File: config.mk
export PLATFORM = sky130hd
export DESIGN_NAME = imem_loader
export DESIGN_NICKNAME = d
export VERILOG_FILES = /design/src/rtl/imem_loader.sv
export SDC_FILE = /design/constraint.sdc
export NUM_CORES = 1
export LEC_CHECK = 0
export BUFFER_PORTS_ARGS = -buffer_cell sky130_fd_sc_hd__buf_2
export CORE_MARGIN = 2
export CORE_UTILIZATION = 43
export CTS_CLUSTER_DIAMETER = 50
export CTS_CLUSTER_SIZE = 30
export DETAILED_ROUTE_END_ITERATION = 6
export PLACE_DENSITY = 0.73
export SLEW_MARGIN = 40
export SYNTH_ARGS = -nofsm -noshare
export SYNTH_HDL_FRONTEND = slang
export SYNTH_SLANG_ARGS = --single-unit
File: constraint.sdc
create_clock -name clk -period 4.6 [get_ports clk]
set_input_delay 0.92 -clock clk [delete_from_list [all_inputs] [get_ports clk]]
set_output_delay 0.92 -clock clk [all_outputs]
set_load 0.005 [all_outputs]
File: src/rtl/imem_loader.sv
// -----------------------------------------------------------------------------
// imem_loader
//
// Purpose:
//   Receives a program image as a byte stream and writes it, word by word,
//   into the instruction memory. The CPU is held in reset until the whole
//   image has been written. A malformed image (too many words, or a bad
//   checksum when that option is built in) parks the loader in an error state
//   with the CPU still held in reset.
//
//   Stream layout: 16-bit big-endian word count N, then 4*N data bytes, each
//   word big-endian (first byte lands in bits 31:24).
//
// Build option:
//   IMEM_LOADER_CHECKSUM_EN - when defined, the loader keeps a running XOR of
//   every header and data byte. After the data, one extra byte is expected;
//   the load succeeds only if that byte equals the running XOR.
//
// Ports:
//   clk        in   1       single clock, rising edge
//   rstIn      in   1       synchronous active-high reset
//   byteValid  in   1       upstream byte valid
//   byteData   in   8       upstream byte value
//   byteReady  out  1       loader can accept a byte this cycle
//   wrEn       out  1       instruction-memory write strobe (1-cycle pulse)
//   wrAddr     out  ADDR_W  instruction-memory word address
//   wrData     out  32      instruction word
//   cpuRst     out  1       holds the CPU controller in reset
//   done       out  1       load completed successfully
//   err        out  1       load aborted
// -----------------------------------------------------------------------------
module imem_loader #(
  parameter int MAX_WORDS = 1024,
  parameter int ADDR_W    = 16
) (
  input  logic              clk,
  input  logic              rstIn,
  input  logic              byteValid,
  input  logic [7:0]        byteData,
  output logic              byteReady,
  output logic              wrEn,
  output logic [ADDR_W-1:0] wrAddr,
  output logic [31:0]       wrData,
  output logic              cpuRst,
  output logic              done,
  output logic              err
);

  typedef enum logic [2:0] {
    HDR_HI,
    HDR_LO,
    DATA,
`ifdef IMEM_LOADER_CHECKSUM_EN
    CHK,
`endif
    DONE,
    ERR
  } state_t;

  // Where the loader goes once the last data word (or an empty header) is in.
`ifdef IMEM_LOADER_CHECKSUM_EN
  localparam state_t EndState = CHK;
`else
  localparam state_t EndState = DONE;
`endif

  localparam logic [16:0] MaxWords = 17'(MAX_WORDS);

  state_t              state_q, state_d;
  logic [7:0]          nHi_q, nHi_d;
  logic [15:0]         lastIdx_q, lastIdx_d;
  logic [15:0]         wordCnt_q, wordCnt_d;
  logic [1:0]          bytePos_q, bytePos_d;
  logic [23:0]         shift_q, shift_d;
  logic                wrEn_q, wrEn_d;
  logic [ADDR_W-1:0]   wrAddr_q, wrAddr_d;
  logic [31:0]         wrData_q, wrData_d;
`ifdef IMEM_LOADER_CHECKSUM_EN
  logic [7:0]          csum_q, csum_d;
`endif

  logic                accept;
  logic [15:0]         nWords;
  logic                doneInt;

  // Ready is withheld during reset so that a byte offered in a reset cycle is
  // never consumed; the terminal states stop the stream for good.
  assign byteReady = !rstIn && (state_q != DONE) && (state_q != ERR);
  assign accept    = byteValid && byteReady;
  assign nWords    = {nHi_q, byteData};

  // done is held back while the final write pulse is still on the bus, so the
  // CPU is only released once the last word has actually been written.
  assign doneInt = !rstIn && (state_q == DONE) && !wrEn_q;

  // Outputs are forced to their reset values combinationally while rstIn is
  // high, so they are correct even in the very first reset cycle.
  assign wrEn   = !rstIn && wrEn_q;
  assign wrAddr = rstIn ? '0 : wrAddr_q;
  assign wrData = rstIn ? '0 : wrData_q;
  assign done   = doneInt;
  assign err    = !rstIn && (state_q == ERR);
  assign cpuRst = !doneInt;

  // State and datapath registers with synchronous reset.
  always_ff @(posedge clk) begin
    if (rstIn) begin
      state_q   <= HDR_HI;
      nHi_q     <= '0;
      lastIdx_q <= '0;
      wordCnt_q <= '0;
      bytePos_q <= '0;
      shift_q   <= '0;
      wrEn_q    <= 1'b0;
      wrAddr_q  <= '0;
      wrData_q  <= '0;
`ifdef IMEM_LOADER_CHECKSUM_EN
      csum_q    <= '0;
`endif
    end else begin
      state_q   <= state_d;
      nHi_q     <= nHi_d;
      lastIdx_q <= lastIdx_d;
      wordCnt_q <= wordCnt_d;
      bytePos_q <= bytePos_d;
      shift_q   <= shift_d;
      wrEn_q    <= wrEn_d;
      wrAddr_q  <= wrAddr_d;
      wrData_q  <= wrData_d;
`ifdef IMEM_LOADER_CHECKSUM_EN
      csum_q    <= csum_d;
`endif
    end
  end

  // Next-state logic: everything holds unless a byte is accepted. The write
  // strobe is a single-cycle pulse, so it defaults low every cycle.
  always_comb begin
    state_d   = state_q;
    nHi_d     = nHi_q;
    lastIdx_d = lastIdx_q;
    wordCnt_d = wordCnt_q;
    bytePos_d = bytePos_q;
    shift_d   = shift_q;
    wrEn_d    = 1'b0;
    wrAddr_d  = wrAddr_q;
    wrData_d  = wrData_q;
`ifdef IMEM_LOADER_CHECKSUM_EN
    csum_d    = csum_q;
    if (accept && (state_q != CHK)) begin
      csum_d = csum_q ^ byteData;
    end
`endif

    if (accept) begin
      case (state_q)
        HDR_HI: begin
          nHi_d   = byteData;
          state_d = HDR_LO;
        end
        HDR_LO: begin
          // Storing N-1 lets the last-word test be a plain equality.
          lastIdx_d = nWords - 16'd1;
          wordCnt_d = '0;
          bytePos_d = '0;
          if ({1'b0, nWords} > MaxWords) begin
            state_d = ERR;
          end else if (nWords == 16'd0) begin
            state_d = EndState;
          end else begin
            state_d = DATA;
          end
        end
        DATA: begin
          if (bytePos_q == 2'd3) begin
            wrEn_d    = 1'b1;
            wrAddr_d  = ADDR_W'(wordCnt_q);
            wrData_d  = {shift_q, byteData};
            bytePos_d = '0;
            wordCnt_d = wordCnt_q + 16'd1;
            if (wordCnt_q == lastIdx_q) begin
              state_d = EndState;
            end
          end else begin
            shift_d   = {shift_q[15:0], byteData};
            bytePos_d = bytePos_q + 2'd1;
          end
        end
`ifdef IMEM_LOADER_CHECKSUM_EN
        CHK: begin
          state_d = (byteData == csum_q) ? DONE : ERR;
        end
`endif
        default: begin
        end
      endcase
    end
  end

endmodule

### Word-level counts from Yosys, hierarchy flattened

Index checks and enable logic that the tools add are counted.

* bits in registers: 118
* bits in latches: 0
* bits in writable memories: 0
* memory bits (read-only): 0
* bits of input ports: 11
* word-level logic and storage cells: 60
* memories kept: 0

* $add $sub $neg: 3
* multiply operators: 0
* div/mod/pow operators: 0
* order comparisons: 1
* equal/unequal tests: 10
* shifts and indexed selects: 0
* muxes and demuxes: 12
* bitwise gates (word level): 3
* reductions and logical operators: 22

Operators with widths (count)
* 16-bit two-way mux: 2
* 32-bit two-way mux: 1
* 16-bit case mux with 2 select lines: 1
* 16-bit by 1-bit adder with 16-bit output, second input constant: 1
* 16-bit == test: 1
* 16-bit by 11-bit > comparator with 1-bit output, second input constant: 1
* 16-bit zero test: 1
* 16-bit by 1-bit subtractor with 16-bit output, second input constant: 1
* 3-bit two-way mux: 3
* 3-bit case mux with 3 select lines: 1
* 3-bit AND reduction: 3
* 1-bit logical AND: 7
* 3-bit by 2-bit == test with 1-bit output, second input constant: 2
* 2-bit AND reduction: 3
* 2-bit != test, second input constant: 2
* 2-bit case mux with 2 select lines: 1
* 4-bit AND reduction: 1
* 3-bit by 1-bit == test with 1-bit output, second input constant: 1
* 3-bit == test, second input constant: 1
* 1-bit zero test: 3
* 3-bit zero test: 1
* 3-bit by 2-bit != test with 1-bit output, second input constant: 1
* 3-bit != test, second input constant: 1
* 1-bit NOT: 3
* 7 further kinds: 8

### Longest topological paths before layout

Gate-level depths: netlist of the first run.

* depth after elaboration: 6
* depth in mapped cells: 7
* depth with buffers taken out: 6

### Worst setup path after synthesis of the first run

OpenSTA, ideal clock, no wires.

* path type: input -> output
* start: input port rstIn
* end: output port done
* data arrival time: 1996 ps
* slack: 1684 ps
* stages: 6
* buffers on the path: 3
* cell sequence: clkbuf_1 clkbuf_1 clkbuf_1 nor2_1 nand3_1 inv_1

* cells in the longest elaborated chain, start to end: 3

RTL lines
* from (decl): RTL line 37 `input logic rstIn,`
* 1-bit zero test: RTL line 94 `assign doneInt = !rstIn && (state_q == DONE) && !wrEn_q;`
* 1-bit logical AND (2 in a row): RTL line 94
* to (decl): RTL line 45 `output logic done,`

Every way passes these cells.

### Worst setup path in the final report of the first run

* start: input port rstIn
* end: output port err

* cells in the longest elaborated chain, start to end: 2

RTL lines
* 1-bit zero test: RTL line 102 `assign err = !rstIn && (state_q == ERR);`
* 1-bit logical AND: RTL line 102
* to (decl): RTL line 46 `output logic err`

Every way passes these cells.

==> results.toml, run 1 <==
[run_status]
status = "finished clean"

[sta]
hold_slack_ns = 0.486
hold_violations = 0
slew_violations = 0
fmax_mhz = 321
grt_setup_unrepaired = "false"
fin_crit_ns = 3.11
fin_crit_sh_pct = 67.7
finalSetupTns_ns = 0
worstMarginPinSlew_ns = 0.779
skew_ns = 0.00901
setup_violations = 0
relSlewSlack_pct = 48.1

[synthesis]
synth_top_area_share_pct = 45.6
async_reset_ff_share_pct = 0
synth_area_per_cell_sq_um = 9.75
netlist.top_cell.by_area = "dfxtp_1"
synthTopCellsByArea = "dfxtp_1, mux2_2, nor2b_1"
syn_nets = 546
synth_cells = 531
synthesis.area_sq_um = 5170
ys_seq_elements = 118
yosys.cell_types.count = 50
synth-edff-count = 0
synth_ff_type = "dfxtp_1"
synth_seq_area_share_pct = 45.6
yosys_warnings = 0

[routing]
num_vias = 3933
wl_per_cell_microns = 14.9
vias_per_cell = 5.30
drt_iter0_markers = 228
routed_wl_microns = 11000
dr.pass1.iters = 4
final_antenna_net_count = 0
drc = 0

[clock_tree]
cts_sinks = 118
clockRootBuffer = "clkbuf_16"
clk_pin_slew_ns = 0.06
post_cts_resized = 0
clock_path_buffers = 2
cts_tree = "done"
numCtsBuffers = 17
h-tree-depth = 4
cts_setup_buffers = 0
cts_hold_buf = 0
clkLatencyLatePin_ns = 0.40

[min_path]
hold_depth = 1
hp-class = "register to register"
min_from = "shift_q[17]$_SDFFE_PP0P_"
hold-path-endpoint = "wrData_q[25]$_SDFFE_PP0P_"

[placement]
globalplace.congestion = 0.826
portBuffers = 63
dp_hpwl_microns = 7440

[global_routing]
grt_overflow_total = 0
grt_start_max_net_pins = 113
grt.total_usage_pct = 17.7
grt_pass1_wl_microns = 18400
grt_pass1_vias = 3848
grt_antenna_before_repair = 0

[pwr]
irDropWorstVdd_uv = 278
powerDensity_nw_per_um2 = 383
p_leak_nw = 2.67

[final_layout]
finish.net_count = 598
final_util_pct = 51.6
antenna_cells = 0
final_common_cell = "dfxtp_1"
syn2layout_area_growth_pct = 18.3
fillers = 1057
layout_common_cells = "dfxtp_1, buf_2, nor2_1"
drive_gt1_share_pct = 26.6

[setup_path]
worstSetupEndpointType = "output port"
path_max_fanout = 112
regToRegEndpoint = "wrData_q[2]$_SDFFE_PP0P_"
reg2reg_from = "state_q[2]$_SDFFE_PP0P_"
worst_r2r_path_depth = 4
worst_setup_path_start_kind = "input pin"
worstPathRequired_ns = 3.68
crit_type = "input pin to output port"
arrival_ns = 2.19
regToRegSetupSlack_ns = 2.40

[floorplan]
ioPinCount = 64
start_util_pct = 43.6
die-area_sq_um = 12900
chipHeight_microns = 114
die_w_microns = 114
fp-row-count = 40
core-area_sq_um = 11900

[job]
drv_cap = 0
==> worst max path at each step <==
stage,from,to,slack [ns],depth (start not counted)
final,rstIn,err,1.49,4
after global routing,rstIn,err,1.38,4
after CTS,rstIn,err,1.50,4
after detailed placement,rstIn,err,1.50,4
after floorplan,rstIn,done,1.68,6
after global placement,rstIn,err,1.30,4
==> worst max-delay path, stage by stage <==
cell	delay [ns]
buf_6	0.31
nor3_2	0.59
and2_1	0.23
buf_2	0.12
==> per-layer routing <==
| layer | wire length (microns) | GRT usage [%] | part of all wire, % |
|---|---|---|---|
| met1 | 5130 | 22.6 | 46 |
| met2 | 5300 | 29.1 | 48 |
| met3 | 418 | 4.41 | 3.8 |
| met4 | 184 | 6.91 | 1.7 |
| met5 | 0 | 0 | 0 |
==> state kept, by name, summed over array words and instances (netlist names) <==
| register | cells |
|---|---|
| wrAddr_q | 16 |
| shift_q | 24 |
| state_q | 3 |
| lastIdx_q | 16 |
| wordCnt_q | 16 |
| bytePos_q | 2 |
| wrEn_q | 1 |
| nHi_q | 8 |
| wrData_q | 32 |
==> area by class of cell <==
cell class                 instances  area, sq um  area share, %
clock buffer                      17          425           6.95
clock inverter                    14          108           1.76
inverter                           8         30.0          0.490
multi-input combinational        370         2650           43.3
sequential                       118         2360           38.6
tap                              147          184           3.00
timing repair buffer              68          359           5.87
==> kinds of logic (layout without fill, tap and decap cells) <==
kind of cell               count (synthesis)  after routing  synth area share (%)
and+or+nand+nor                          195            195                  20.6
adders and majority gates                  4              4                 0.967
buffers and inverters                     43            107                  3.38
xor gates and xnor gates                  30             30                  5.08
muxes                                     75             75                  15.7
DFF                                      118            118                  45.6
AOI/OAI and AO/OA                         66             66                  8.70
==> power by group <==
group	switching (mW)	internal, mW
clock	0.469	0.687
sequential	0.0227	1.04
combinational	0.0819	0.0466
total	0.573	1.77
==> through the flow <==
step	cells	instance area (sq um)	total power, mW	worst slack, ns
floorplan	531	5170	1.17	1.68
global placement	711	5580	1.20	1.30
detailed placement	711	5580	1.21	1.50
CTS	742	6110	2.36	1.50
global route	742	6120	2.43	1.38
finish	742	6120	2.35	1.49
==> synthesized netlist by cell type (all sizes together) (2+ instances only) <==
cell	instances
a21oi	21
o21ai	9
mux2	48
o2111ai	2
xnor2	7
or3	6
nand2b	4
xor2	23
a2111oi	2
inv	8
nor2b	53
clkbuf	24
nor2	57
nor3	5
a311oi	4
nand3	17
ha	4
buf	11
nand2	17
a211oi	11
nor3b	3
mux2i	27
nand4	7
nor4	6
nand3b	2
o31ai	9
dfxtp	118
or2	3
or4	9
(Power assumes the default switching activity.)
==> run 2: changes to the inputs <==
PLACE_DENSITY = 0.75   (was 0.73)
clock period = 2.6 ns   (was 4.6 ns; I/O delays follow)
==> results.toml, run 2 (synthesis gave the netlist of run 1 again) <==
[floorplan]
die-area_sq_um = 12900
ioPinCount = 64
fp-row-count = 40
chipHeight_microns = 114
core-area_sq_um = 11900
die_w_microns = 114
start_util_pct = 43.6

[global_routing]
grt_pass1_wl_microns = 18800
grt_overflow_total = 0
grt_pass1_vias = 3826
grt_antenna_before_repair = 0
grt_start_max_net_pins = 108
grt.total_usage_pct = 18.3

[final_layout]
antenna_cells = 0
fillers = 1040
drive_gt1_share_pct = 27.3
layout_common_cells = "dfxtp_1, buf_2, nor2_1"
regMostFlops = "wrData_q"
finish.net_count = 606
reg_top3 = "wrData_q: 32 flops, shift_q: 24 flops"
syn2layout_area_growth_pct = 21.6
largest_register_ffs = 32
final_common_cell = "dfxtp_1"

[min_path]
min_from = "rstIn"
hp-class = "input pin to register"
hold_depth = 2
hold-path-endpoint = "bytePos_q[1]$_SDFFE_PP0P_"

[pwr]
p_leak_nw = 2.77
powerDensity_nw_per_um2 = 732
irDropWorstVdd_uv = 408

[clock_tree]
cts_sinks = 118
cts_setup_buffers = 0
h-tree-depth = 4
cts_hold_buf = 0
cts_tree = "done"
clock_path_buffers = 2
clk_pin_slew_ns = 0.05
numCtsBuffers = 17
clockRootBuffer = "clkbuf_16"
clkLatencyLatePin_ns = 0.41
post_cts_resized = 0

[sta]
relSlewSlack_pct = 45.7
fin_crit_sh_pct = 82.4
fmax_mhz = 467
setup_violations = 0
worstMarginPinSlew_ns = 0.814
skew_ns = 0.00674
grt_setup_unrepaired = "false"
slew_violations = 0
finalSetupTns_ns = 0
hold_slack_ns = 0.337
hold_violations = 0
fin_crit_ns = 2.14

[setup_path]
worst_r2r_path_depth = 5
max_stage_delay_ns = 0.57
arrival_ns = 1.62
regToRegEndpoint = "wordCnt_q[10]$_SDFFE_PP0P_"
worstSetupEndpointType = "output port"
reg2reg_from = "bytePos_q[0]$_SDFFE_PP0P_"
crit_slowest_cell = "dfxtp_1"
crit_chain = "nor2b_1 -> nand3_1 -> inv_1 -> buf_2"
worstPathRequired_ns = 2.08
worst_setup_path_start_kind = "register"
regToRegSetupSlack_ns = 0.47
crit_type = "register to output port"
path_max_fanout = 13

[routing]
drc = 0
drt_iter0_markers = 201
drt-met1-wl_microns = 5270
wl_per_cell_microns = 15.2
dr.pass1.iters = 4
wl_met3_microns = 568
final_antenna_net_count = 0
num_vias = 4016
vias_per_cell = 5.35
routed_wl_microns = 11400
wl_met2_microns = 5320
top_layer_used = "met4"

[placement]
globalplace.congestion = 0.841
dp_hpwl_microns = 7630
portBuffers = 63

[job]
drv_cap = 0

[run_status]
status = "finished clean"
run 2: cell count changes in the layout (fill, tap and decap cells not counted), sizes merged:
cell      before  now
clkinv         6    4
clkinvlp       6    3
inv           10    9
clkbuf        17   20
bufinv         0    4
buf           68   76
run 2: final cells by class:
class | count | area (sq um) | area share (%)
Tap cell | 147 | 184 | 2.92
Timing Repair Buffer | 76 | 440 | 7.00
Multi-Input combinational cell | 370 | 2650 | 42.0
Clock buffer | 20 | 457 | 7.26
Sequential cell | 118 | 2360 | 37.5
Inverter | 8 | 30.0 | 0.477
Clock inverter | 12 | 175 | 2.78
run 2: worst max-delay path, delay by kind of cell, from the launching register on:
family,cells,cell delay (ns)
buf+inv,2,0.17
simple gates,2,0.47
flops,1,0.57
run 2: power by group:
| group | switching, mW | internal, mW |
|---|---|---|
| registers | 0.0352 | 1.84 |
| clock network | 0.832 | 1.65 |
| logic | 0.155 | 0.0946 |
run 2: worst max path at each step:
stage / start / endpoint / cells past startpoint
6_report: state_q[1]$_SDFFE_PP0P_ / done / 4
5_1_grt: state_q[1]$_SDFFE_PP0P_ / done / 4
4_1_cts: state_q[1]$_SDFFE_PP0P_ / done / 4
3_3_place_gp: rstIn / wrData_q[1]$_SDFFE_PP0P_ / 5
2_1_floorplan: rstIn / done / 6
3_5_place_dp: rstIn / wrAddr_q[13]$_SDFFE_PP0P_ / 5
run 2: metrics by stage:
step	util, %	setup slack [ns]	cells	power [mW]	area, sq um
2_1_floorplan	-	0.484	531	2.08	5170
3_3_place_gp	47.7	0.362	719	2.14	5660
3_5_place_dp	47.7	0.288	719	2.16	5660
4_1_cts	53.1	0.466	751	4.63	6290
5_1_grt	53.1	0.308	751	4.76	6290
6_report	53.1	0.457	751	4.61	6290
run 2: per-layer routing:
metal / up-vias / track usage, %
li1: 1993 / -
met1: 1878 / 23.9
met2: 121 / 28.4
met3: 24 / 4.04
met4: 0 / 9.35
met5: - / 0
==> run 3: changes to the inputs <==
PLACE_DENSITY = 0.73   (was 0.75)
clock period = 2.2 ns   (was 2.6 ns; I/O delays follow)
==> results.toml, run 3 (synthesis gave the netlist of run 1 again) <==
[setup_path]
cp_top_family = "buffers and inverters"
arrival_ns = 1.65
path_max_fanout = 8
max_stage_delay_ns = 0.36
worst_setup_path_start_kind = "register"
worstPathRequired_ns = 1.76
crit_slowest_cell = "dfxtp_1"
crit_cells = 4
worst_r2r_path_depth = 5
worstSetupEndpointType = "output port"
critPathBufInv = 2
crit_type = "register to output port"
crit_chain = "buf_4 -> nor2b_2 -> a221oi_1 -> buf_2"

[clock_tree]
h-tree-depth = 4
cts_tree = "done"
clock_path_buffers = 2
cts_sinks = 118
clockRootBuffer = "clkbuf_16"
clkLatencyLatePin_ns = 0.42
cts_setup_buffers = 0
numCtsBuffers = 17
clk_pin_slew_ns = 0.05

[final_layout]
regMostFlops = "wrData_q"
syn2layout_area_growth_pct = 22.9
drive_gt1_share_pct = 29.1
final_util_pct = 53.6
final_common_cell = "dfxtp_1"
post-route-cell-area_sq_um = 6360
reg_top3 = "wrData_q: 32 flops, shift_q: 24 flops"
largest_register_ffs = 32
antenna_cells = 0
layout_common_cells = "dfxtp_1, buf_2, nor2_1"
finish.net_count = 620

[floorplan]
start_util_pct = 43.6
chipHeight_microns = 114
die_w_microns = 114
fp-row-count = 40
ioPinCount = 64
core-area_sq_um = 11900
die-area_sq_um = 12900

[routing]
drt_iter0_markers = 216
drc = 0
num_vias = 4035
dr.pass1.iters = 5
vias_per_cell = 5.27
routed_wl_microns = 11500
final_antenna_net_count = 0
wl_per_cell_microns = 15.0

[global_routing]
grt_pass1_vias = 3921
grt.total_usage_pct = 18.7
grt_start_max_net_pins = 74
grt_overflow_total = 0
grt_pass1_wl_microns = 19100
grt_antenna_before_repair = 0

[pwr]
irDropWorstVdd_uv = 565
p_leak_nw = 2.82
powerDensity_nw_per_um2 = 829

[sta]
worstMarginPinSlew_ns = 0.706
skew_ns = 0.00724
slew_violations = 0
fmax_mhz = 479
fin_crit_sh_pct = 95.0
setup_violations = 0
hold_slack_ns = 0.340
fin_crit_ns = 2.09
hold_violations = 0
finalSetupTns_ns = 0
grt_setup_unrepaired = "false"
relSlewSlack_pct = 52.9

[placement]
globalplace.congestion = 0.890
place_area_sq_um = 5770
dp_hpwl_microns = 8130
portBuffers = 63

[run_status]
status = "finished clean"

[min_path]
hp-class = "input pin to register"
hold_depth = 3

[job]
drv_cap = 0
[run 3: layout make-up]
type | instances | area [sq um]
sequential | 118 | 2360
multi-input combinational | 370 | 2650
tap | 147 | 184
inverter | 8 | 30.0
fill | 1051 | 5500
timing repair buffer | 90 | 546
clock inverter | 14 | 160
clock buffer | 18 | 429
[run 3: layer usage]
metal  GRT usage (%)  wire [microns]  vias to the layer above
li1                -               -                     2014
met1            24.0            5240                     1891
met2            29.9            5430                      113
met3            4.99             615                       17
met4            7.89             225                        0
met5               0               0                        -
[run 3: path summary, 6_finish.rpt]
check / startpoint / endpoint / slack (ns)
setup reg to reg: bytePos_q[0]$_SDFFE_PP0P_ / wordCnt_q[13]$_SDFFE_PP0P_ / 0.24
hold / removal: byteData[0] / nHi_q[0]$_SDFFE_PP0P_ / 0.34
hold reg to reg: shift_q[22]$_SDFFE_PP0P_ / wrData_q[30]$_SDFFE_PP0P_ / 0.49
setup / recovery: state_q[1]$_SDFFE_PP0P_ / byteReady / 0.11
[run 3: report_power, final]
part	total (mW)	internal (mW)	switching, mW	leakage [nW]
logic	0.316	0.125	0.191	1.59
clock network	2.75	1.77	0.984	0.285
registers	2.20	2.17	0.0327	0.952
[run 3: per-stage QoR]
step                instances  power [mW]  setup WS [ns]
floorplan                 531        2.45          0.244
global placement          733        2.55         0.0278
detailed placement        733        2.56         0.0700
CTS                       765        5.30         0.0921
global route              765        5.45         0.0370
finish                    765        5.27          0.111
[run 3: what timing repair did]
action | in CTS | in global routing
hold buffers | 0 | 0
gates resized for setup | 0 | 1
endpoints found under the setup margin | 0 | 1
[run 3: worst register-to-register path, stage by stage (launching register included)]
cell,delay [ns]
dfxtp_1,0.35
ha_1,0.25
nand3b_1,0.20
a211o_4,0.44
or4_4,0.50
a21oi_2,0.16
